`config.mk`:
```
export PLATFORM = sky130hd
export DESIGN_NAME = matmul_accel_param_flat
export DESIGN_NICKNAME = d
export VERILOG_FILES = /design/src/rtl/matmul_pkg.sv /design/src/rtl/matmul_accel_param_if.sv /design/src/rtl/matmul_dot.sv /design/src/rtl/matmul_accel_param.sv /design/src/flat_wrapper.sv
export SDC_FILE = /design/constraint.sdc
export NUM_CORES = 2
export LEC_CHECK = 0
export ABC_AREA = 1
export BUFFER_PORTS_ARGS = -buffer_cell sky130_fd_sc_hd__buf_2
export CAP_MARGIN = 20
export CORE_ASPECT_RATIO = 1.2
export CORE_MARGIN = 1.5
export CORE_UTILIZATION = 30
export CTS_BUF_LIST = sky130_fd_sc_hd__clkbuf_4
export CTS_CLUSTER_SIZE = 30
export DETAILED_ROUTE_END_ITERATION = 6
export PLACE_DENSITY = 0.42
export RECOVER_POWER = 25
export SETUP_SLACK_MARGIN = 0.4
export SLEW_MARGIN = 20
export SYNTH_ARGS = -nofsm -noshare
export SYNTH_HDL_FRONTEND = slang
export SYNTH_SLANG_ARGS = --single-unit
```
`constraint.sdc`:
```
create_clock -name clk -period 13 [get_ports clk]
set_input_delay 0.65 -clock clk [delete_from_list [all_inputs] [get_ports clk]]
set_output_delay 0.65 -clock clk [all_outputs]
set_load 0.01 [all_outputs]
```
`src/rtl/matmul_pkg.sv`:
```
// matmul_pkg: shared FSM state encoding and a constant-evaluable ceil(log2) helper.
package matmul_pkg;
  typedef enum logic [1:0] {IDLE, LOAD, CALC, DONE} state_t;
  function automatic int clog2(input int v);
    int r;
    r = 0;
    while ((1 << r) < v) r++;
    return r;
  endfunction
endpackage

```
`src/rtl/matmul_accel_param_if.sv`:
```
// matmul_accel_param_if: start/base controls plus input-RAM and result-RAM buses of the accelerator.
interface matmul_accel_param_if #(
  parameter int N = 4,
  parameter int EW = 16,
  parameter int ADDR_WIDTH = 4
);
  logic comp_enb;
  logic [ADDR_WIDTH-1:0] a_base, b_base, c_base, mem_addr, res_addr;
  logic mem_read_enb, mem_write_enb, busyb, done;
  logic [N*EW-1:0] mem_data, res_data;
  modport master (
    output comp_enb, a_base, b_base, c_base, mem_data,
    input mem_addr, mem_read_enb, mem_write_enb, res_addr, res_data, busyb, done
  );
  modport slave (
    input comp_enb, a_base, b_base, c_base, mem_data,
    output mem_addr, mem_read_enb, mem_write_enb, res_addr, res_data, busyb, done
  );
endinterface

```
`src/rtl/matmul_dot.sv`:
```
// matmul_dot: combinational N-lane unsigned dot product of packed EW-bit vectors.
module matmul_dot
  import matmul_pkg::*;
#(
  parameter int N = 4,
  parameter int EW = 16,
  localparam int ACCW = 2 * EW + clog2(N)
) (
  input  logic [N*EW-1:0] a,
  input  logic [N*EW-1:0] b,
  output logic [ACCW-1:0] sum
);
  always_comb begin
    sum = '0;
    for (int k = 0; k < N; k++)
      sum = sum + ACCW'(a[k*EW +: EW]) * ACCW'(b[k*EW +: EW]);
  end
endmodule

```
`src/rtl/matmul_accel_param.sv`:
```
// matmul_accel_param: N x N unsigned matrix multiply, RAM in, RAM out, one element per cycle.
// Define MATMUL_SAT_EN to saturate elements to 2^EW-1 instead of keeping the low EW bits.
module matmul_accel_param
  import matmul_pkg::*;
#(
  parameter int N = 4,
  parameter int EW = 16,
  parameter int ADDR_WIDTH = 4
) (
  input logic clk,
  input logic rst,
  matmul_accel_param_if.slave bus
);
  localparam int DW = N * EW;
  localparam int ACCW = 2 * EW + clog2(N);
  localparam int CW = clog2(2 * N + 1);
  localparam int IW = clog2(N + 1);
  state_t st, st_n;
  logic [CW-1:0] cnt, cnt_n, nxt;
  logic [IW-1:0] ri, ri_n, cj, cj_n;
  logic [ADDR_WIDTH-1:0] ab, bb, cb, addr_n, raddr_n;
  logic rd_n, wr_n, busyb_n, done_n;
  logic [DW-1:0] rf [2*N];
  logic [EW-1:0] rowbuf [N];
  logic [DW-1:0] arow, bcol, row_n, rdata_n;
  logic [ACCW-1:0] sum;
  logic [EW-1:0] red;

  matmul_dot #(.N(N), .EW(EW)) dot (.a(arow), .b(bcol), .sum(sum));

`ifdef MATMUL_SAT_EN
  assign red = (sum > ACCW'({EW{1'b1}})) ? '1 : EW'(sum);
`else
  assign red = EW'(sum);
`endif

  // rows 0..N-1 of rf hold A, rows N..2N-1 hold B; column cj of B is gathered here
  always_comb begin
    arow = '0;
    bcol = '0;
    row_n = '0;
    for (int r = 0; r < N; r++) begin
      if (int'(ri) == r) arow = rf[r];
      row_n[r*EW +: EW] = (int'(cj) == r) ? red : rowbuf[r];
      for (int k = 0; k < N; k++)
        if (int'(cj) == r) bcol[k*EW +: EW] = rf[N+k][r*EW +: EW];
    end
  end

  always_comb begin
    st_n = st;
    cnt_n = cnt;
    ri_n = ri;
    cj_n = cj;
    nxt = cnt + CW'(1);
    rd_n = 1'b0;
    wr_n = 1'b0;
    done_n = 1'b0;
    busyb_n = bus.busyb;
    addr_n = bus.mem_addr;
    raddr_n = bus.res_addr;
    rdata_n = bus.res_data;
    case (st)
      IDLE: if (bus.comp_enb) begin
        st_n = LOAD;
        cnt_n = '0;
        rd_n = 1'b1;
        addr_n = bus.a_base;
        busyb_n = 1'b0;
      end
      LOAD: begin
        cnt_n = nxt;
        rd_n = int'(nxt) < 2 * N;
        addr_n = !rd_n ? bus.mem_addr :
                 int'(nxt) < N ? ab + ADDR_WIDTH'(nxt) : bb + ADDR_WIDTH'(int'(nxt) - N);
        if (int'(cnt) == 2 * N) begin
          st_n = CALC;
          ri_n = '0;
          cj_n = '0;
        end
      end
      CALC: begin
        cj_n = (int'(cj) == N - 1) ? '0 : cj + IW'(1);
        if (int'(cj) == N - 1) begin
          ri_n = ri + IW'(1);
          wr_n = 1'b1;
          raddr_n = cb + ADDR_WIDTH'(ri);
          rdata_n = row_n;
          if (int'(ri) == N - 1) begin
            st_n = DONE;
            done_n = 1'b1;
          end
        end
      end
      default: begin
        st_n = IDLE;
        busyb_n = 1'b1;
      end
    endcase
  end

  always_ff @(posedge clk) begin
    if (rst) begin
      st <= IDLE;
      cnt <= '0;
      ri <= '0;
      cj <= '0;
      bus.mem_addr <= '0;
      bus.mem_read_enb <= 1'b0;
      bus.mem_write_enb <= 1'b0;
      bus.res_addr <= '0;
      bus.res_data <= '0;
      bus.busyb <= 1'b1;
      bus.done <= 1'b0;
    end else begin
      st <= st_n;
      cnt <= cnt_n;
      ri <= ri_n;
      cj <= cj_n;
      bus.mem_addr <= addr_n;
      bus.mem_read_enb <= rd_n;
      bus.mem_write_enb <= wr_n;
      bus.res_addr <= raddr_n;
      bus.res_data <= rdata_n;
      bus.busyb <= busyb_n;
      bus.done <= done_n;
    end
  end

  // read data for the read issued at count c arrives while count is c+1
  always_ff @(posedge clk) begin
    if (st == IDLE && bus.comp_enb) begin
      ab <= bus.a_base;
      bb <= bus.b_base;
      cb <= bus.c_base;
    end
    for (int r = 0; r < 2 * N; r++)
      if (st == LOAD && int'(cnt) == r + 1) rf[r] <= bus.mem_data;
    for (int r = 0; r < N; r++)
      if (st == CALC && int'(cj) == r) rowbuf[r] <= red;
  end
endmodule
```
`src/flat_wrapper.sv`:
```
// flat-port wrapper written by rule: the top's interface ports become plain ports
module matmul_accel_param_flat import matmul_pkg::*;
#(
  parameter int N = 4,
  parameter int EW = 16,
  parameter int ADDR_WIDTH = 4
)
  (clk, rst, bus_comp_enb, bus_a_base, bus_b_base, bus_c_base, bus_mem_data, bus_mem_addr, bus_mem_read_enb, bus_mem_write_enb, bus_res_addr, bus_res_data, bus_busyb, bus_done);
  matmul_accel_param_if #(.N(N), .EW(EW), .ADDR_WIDTH(ADDR_WIDTH)) bus_i ();
  input logic clk;
  input logic rst;
  input wire logic [$bits(bus_i.comp_enb)-1:0] bus_comp_enb;
  input wire logic [$bits(bus_i.a_base)-1:0] bus_a_base;
  input wire logic [$bits(bus_i.b_base)-1:0] bus_b_base;
  input wire logic [$bits(bus_i.c_base)-1:0] bus_c_base;
  input wire logic [$bits(bus_i.mem_data)-1:0] bus_mem_data;
  output wire logic [$bits(bus_i.mem_addr)-1:0] bus_mem_addr;
  output wire logic [$bits(bus_i.mem_read_enb)-1:0] bus_mem_read_enb;
  output wire logic [$bits(bus_i.mem_write_enb)-1:0] bus_mem_write_enb;
  output wire logic [$bits(bus_i.res_addr)-1:0] bus_res_addr;
  output wire logic [$bits(bus_i.res_data)-1:0] bus_res_data;
  output wire logic [$bits(bus_i.busyb)-1:0] bus_busyb;
  output wire logic [$bits(bus_i.done)-1:0] bus_done;
  assign bus_i.comp_enb = bus_comp_enb;
  assign bus_i.a_base = bus_a_base;
  assign bus_i.b_base = bus_b_base;
  assign bus_i.c_base = bus_c_base;
  assign bus_i.mem_data = bus_mem_data;
  assign bus_mem_addr = bus_i.mem_addr;
  assign bus_mem_read_enb = bus_i.mem_read_enb;
  assign bus_mem_write_enb = bus_i.mem_write_enb;
  assign bus_res_addr = bus_i.res_addr;
  assign bus_res_data = bus_i.res_data;
  assign bus_busyb = bus_i.busyb;
  assign bus_done = bus_i.done;
  matmul_accel_param #(.N(N), .EW(EW), .ADDR_WIDTH(ADDR_WIDTH)) u_core (.clk(clk), .rst(rst), .bus(bus_i));
endmodule
```
# Word-level counts from Yosys, hierarchy flattened
# Memories as Yosys holds them, arrays and structs flattened. A register that Yosys moved wholly into a read port is not among the register bits.
# Index checks and enable logic that the tools add are counted.
[word_totals] output_inout_bits=76 ff_bits=100 n_memories=2 mem_bits_rw=576
[mem_list] name="u_core.rf" depth=8 word_bits=64 rd=8 rd_ports_with_merged_regs=0 wr=1 line_no="matmul_accel_param.sv:23" text="logic [DW-1:0] rf [2*N];"
[mem_list] name="u_core.rowbuf" depth=4 word_bits=16 rd=3 rd_ports_with_merged_regs=3 wr=1 line_no="matmul_accel_param.sv:24" text="logic [EW-1:0] rowbuf [N];"
[classes] multipliers=4 n_eq_ne=21 order_cmp=2 reduce_logical=38 n_addsub=10 n_mux=99 bitwise_logic=3
[op_table] op="2-to-1 mux 64 bit" n=11
[op_table] op="OR reduction 64 bit" n=7
[op_table] op="2-to-1 mux 16 bit" n=22
[op_table] op="multiplier 16 x 16 -> 16 bit" n=4
[op_table] op="adder 16 bit" n=3
[op_table] op="OR reduction 16 bit" n=3
[op_table] op="2-to-1 mux 1 bit" n=38
[op_table] op="2-to-1 mux 3 bit" n=10
[op_table] op="== test 4 bit (second input constant)" n=5
[op_table] op="2-to-1 mux 4 bit" n=4
[op_table] op="case mux 4 bit (2 select lines)" n=2
[op_table] op="2-to-1 mux 2 bit" n=7
[op_table] op="logical AND 1 bit" n=13
[op_table] op="== test 3 bit (second input constant)" n=4
[op_table] op="case mux 3 bit (2 select lines)" n=2
[op_table] op="adder 4 bit" n=2
[op_table] op="== test 4 x 3 -> 1 bit (second input constant)" n=2
[op_table] op="inequality test 2 x 1 -> 1 bit (second input constant)" n=4
[op_table] op="AND reduction 2 bit" n=4
[op_table] op="adder 3 x 1 -> 3 bit (second input constant)" n=2
[op_table] op="== test 3 x 2 -> 1 bit (second input constant)" n=2
[op_table] op="zero test 3 bit" n=2
[op_table] op="case mux 2 bit (3 select lines)" n=1
[op_table] op="AND reduction 3 bit" n=2
[op_table] op="other kinds (16)" n=21

# Depth between registers and ports, before layout
[depth] ltp_word=12 depth_mapped=50 ltp_nobuf=48

# By module
# A second synthesis with hierarchy kept.
[unflattened] hier_cells=6916 hier_area_um2=62637.6
[by_module_without_submodules] module="matmul_dot" area_per_inst_um2=37742.4 instances=1 cells_each=4984
[by_module_without_submodules] module="matmul_accel_param" area_per_inst_um2=24895.1 instances=1 cells_each=1932

# Worst setup path before layout
# Ideal clock, no wire load.
[synth_timing] path_type="flip-flop to flip-flop" startpoint="register u_core.ri[2]" endpoint="memory u_core.rowbuf[0][15], data pin" path_slack_ps=3867 stages_incl_launch_ff=48 n_path_buf=7 required_time_ps=12745 t_arrival_ps=8878 setup_ps=255 synth_period_minus_slack_ps=9133 path_cell_list="dfxtp_1 inv_2 buf_4 buf_4 ha_1 buf_2 inv_1 buf_4 buf_4 buf_2 o21ai_0 o21ai_0 clkbuf_1 nand2_1 inv_1 fa_1 inv_1 fa_1 (+12 left out) inv_1 ha_1 a21oi_1 nand2_1 a21oi_1 inv_1 a21oi_1 o21ai_0 nand2_1 nand2_1 nand2_1 nand2_1 a21oi_1 nand3_1 nand2_1 nand2_1 nand2_1 inv_1"
[synth_via] elab_chain_cells=12 word_cells_on_any_way=18
[synth_rtl] element="from (decl)" line_no="matmul_accel_param.sv:20" text="logic [IW-1:0] ri, ri_n, cj, cj_n;"
[synth_rtl] element="from (signal assigned)" line_no="matmul_accel_param.sv:118" text="ri <= ri_n;"
[synth_rtl] element="zero test 3 bit" line_no="matmul_accel_param.sv:43" text="if (int'(ri) == r) arow = rf[r];"
[synth_rtl] element="2-to-1 mux 64 bit (3 in series)" line_no="matmul_accel_param.sv:43"
[synth_rtl] element="2-to-1 mux 64 bit (*)" line_no="matmul_accel_param.sv:43"
[synth_rtl] element="multiplier 16 x 16 -> 16 bit" line_no="matmul_dot.sv:16" text="sum = sum + ACCW'(a[k*EW +: EW]) * ACCW'(b[k*EW +: EW]);"
[synth_rtl] element="adder 16 bit (2 in series)" line_no="matmul_dot.sv:16"
[synth_rtl] element="adder 16 bit (*)" line_no="matmul_dot.sv:16"
[synth_rtl] element="via u_core.dot.sum[15]" line_no="matmul_dot.sv:11" text="output logic [ACCW-1:0] sum"
[synth_rtl] element="2-to-1 mux 16 bit (no line) (2 in series)"
[synth_rtl] element="2-to-1 mux 16 bit (no line) (*)"
[synth_rtl] element="to (decl)" line_no="matmul_accel_param.sv:24"
# Mark *: on every way through the listed nets, which the timed path passes. The rest lies on a longest branch.

# Worst setup path after layout
[layout_timing] startpoint="register u_core.ri[2]" endpoint="memory u_core.rowbuf[2][15], data pin"
# The elaborated chain is that of the path after synthesis.

==> impl_metrics.env <==
export IMPL_syn_cell_area_sq_um=43500
export IMPL_ys_warn_count=0
export IMPL_ys_ff_latch=660
export IMPL_grt_max_degree=76
export IMPL_cp_startpoint="u_core.ri[2]"
export IMPL_syn_inst=4624
export IMPL_crit_type="reg -> reg"
export IMPL_placed_cell_area_sq_um=46600
export IMPL_synth_area_per_cell_sq_um=9.41
export IMPL_hold_viol=0
export IMPL_skew_ns=0.0719
export IMPL_tritoncts="built"
export IMPL_drt_wl_total_mm=148
export IMPL_cts_buffers=180
export IMPL_grt_usage=0.204
export IMPL_synthArstFlopShare=0
export IMPL_dieHeight_um=420
export IMPL_postRouteAntennaNets=0
export IMPL_drive_gt1_frac=0.107
export IMPL_hp_class="in -> reg"
export IMPL_syn_nets=5301
export IMPL_globalplace_congestion=0.822
export IMPL_start_util=0.303
export IMPL_worst_pin_slew_ns=1.15
export IMPL_cap_violations=0
export IMPL_drtPass1Iterations=5
export IMPL_drtIter0Drc=2227
export IMPL_arrival_ns=11.24
export IMPL_drv_slew=0
export IMPL_fin_crit_sh=0.802
export IMPL_grt_pass1_wl_mm=216
export IMPL_vias=31431
export IMPL_final_common_cell="nand2_1"
export IMPL_port_buffers=154
export IMPL_ioPinCount=155
export IMPL_gr_total_overflow=0
export IMPL_slowest_delay_ns=0.69
export IMPL_wl_per_cell_um=21.1
export IMPL_design_area_sq_um=49700
export IMPL_synth_edf_count=572
export IMPL_synthToLayoutAreaGrowth_pct=14.1
export IMPL_stdcell_count=7009
export IMPL_fmax_ghz=0.0959
export IMPL_dp_hpwl_mm=111
export IMPL_clock_path_buffers=3
export IMPL_antenna_found_initial=8
export IMPL_start_kind="flip-flop"
export IMPL_clock_sinks=660
export IMPL_timing_rr_start="u_core.ri[2]"
export IMPL_die_width_um=351
export IMPL_cts_root_buf="clkbuf_4"
export IMPL_postCtsSetupBuffers=0
export IMPL_worst_path_max_fanout=70
export IMPL_outcome="finished, final reports clean"
export IMPL_core_area_sq_um=144000
export IMPL_cp_slowest_cell="ha_2"
export IMPL_hold_path_startpoint="bus_c_base[3]"
export IMPL_placedCellCount=6613
export IMPL_viasPerCell=4.48
export IMPL_layout_common_cells="nand2_1 (1273), inv_1 (1008), edfxtp_1 (572), fa_1 (393), clkbuf_4 (268)"
export IMPL_route_detailed_drc=0
export IMPL_htree_levels=4
export IMPL_insertion_delay_ns=1.08
export IMPL_synth_distinct_cells=42
export IMPL_seq_area_frac_synth=0.435
export IMPL_relSlewSlack=0.231
export IMPL_fin_setup_tns_ns=0
export IMPL_grt_pass1_vias=32146
export IMPL_die_area_sq_um=147000
export IMPL_critPathCaptureType="flip-flop"
export IMPL_rsz0062_at_grt="no"
export IMPL_fin_nets=5625
export IMPL_fin_crit_ns=10.43
export IMPL_clkTransAtPathRegs_ns=0.07
export IMPL_ys_flop_type="edfxtp_1"
export IMPL_r2r_slack_ns=2.57
export IMPL_critical_path_required_ns=13.81
export IMPL_row_count=152
export IMPL_setup_viol=0
[layout make-up]
type | count | area, sq um
antenna | 5 | 12.5
clock buffer | 268 | 2010
clock inverter | 45 | 348
fill | 14927 | 93900
inverter | 1037 | 3890
multi-input combinational | 2766 | 20000
sequential | 660 | 18900
tap | 1925 | 2410
timing repair buffer | 303 | 2030
[state kept, by name, indices dropped and copies added (netlist names), 2 cells and up]
register,count
u_core.bus.mem_addr,4
bus_res_data,49
u_core.st,2
u_core.ri,3
u_core.rowbuf,48
u_core.cb,4
u_core.ab,4
u_core.rf,512
u_core.cj,3
u_core.bus.res_addr,4
u_core.cnt,4
u_core.bus.res_data,15
u_core.bb,4
[per-layer routing]
metal  part of all wire  GRT usage  wire length (um)  up-vias
li1                   -          -                 -    14961
met1               0.41      0.251             61200    15613
met2               0.53      0.375             78100      680
met3              0.037     0.0253              5450      175
met4              0.022     0.0515              3230        2
met5           0.000088          0                13        -
[worst paths after layout]
kind,end,cells after the start
max,u_core.rowbuf[2][15],42
min,u_core.cb[3],2
max reg2reg,u_core.rowbuf[2][15],42
min reg2reg,bus_res_data[27],2
[synth_stat cells, drive strengths merged (2+ instances only)]
| cell type | instances | share of area |
|---|---|---|
| a211oi | 7 | 0.0012 |
| a21boi | 2 | 0.00043 |
| a21o | 2 | 0.00034 |
| a21oi | 58 | 0.0068 |
| a221oi | 5 | 0.0010 |
| a22oi | 3 | 0.00063 |
| a31oi | 8 | 0.0011 |
| buf | 73 | 0.0099 |
| clkbuf | 88 | 0.0076 |
| clkinv | 7 | 0.00060 |
| dfxtp | 88 | 0.040 |
| edfxtp | 572 | 0.39 |
| fa | 393 | 0.18 |
| ha | 205 | 0.059 |
| inv | 1030 | 0.089 |
| nand2 | 1279 | 0.11 |
| nand3 | 262 | 0.030 |
| nand3b | 20 | 0.0034 |
| nand4 | 6 | 0.00086 |
| nor2 | 195 | 0.017 |
| nor3 | 8 | 0.00092 |
| o211ai | 5 | 0.00086 |
| o21ai | 198 | 0.023 |
| o21bai | 14 | 0.0024 |
| or2 | 44 | 0.0063 |
| xnor2 | 25 | 0.0050 |
| xor2 | 26 | 0.0052 |
[per-stage QoR]
| step | setup slack [ns] | hold slack (ns) | util |
|---|---|---|---|
| floorplan | 3.87 | 0.447 | - |
| global placement | 2.42 | 0.452 | 0.324 |
| detailed placement | 2.45 | 0.458 | 0.324 |
| CTS | 2.43 | 0.125 | 0.346 |
| global route | 1.80 | 0.208 | 0.346 |
| finish | 2.57 | 0.313 | 0.346 |
[cell families after synthesis]
group           after synthesis  synth area share
buf+inv                    1198             0.107
compound gates              303            0.0381
flops                       660             0.435
xor+xnor                     51            0.0103
simple gates               1814             0.170
fa+ha+maj                   598             0.240
[worst max-delay path: cells and delay by family (launching register included)]
| kind | cells | cell delay [ns] |
|---|---|---|
| buffers and inverters | 11 | 1.31 |
| and+or+nand+nor | 13 | 1.71 |
| DFF | 1 | 0.39 |
| adders and majority gates | 12 | 5.67 |
| AOI/OAI and AO/OA | 6 | 0.98 |
[repair_timing]
action | CTS | global route
resized for setup | 0 | 0
endpoints found under the hold margin | 541 | 0
hold buffers | 78 | 0
Power is not shown: default switching activity piles up to over one toggle a cycle in this logic, so the estimate is an artifact.
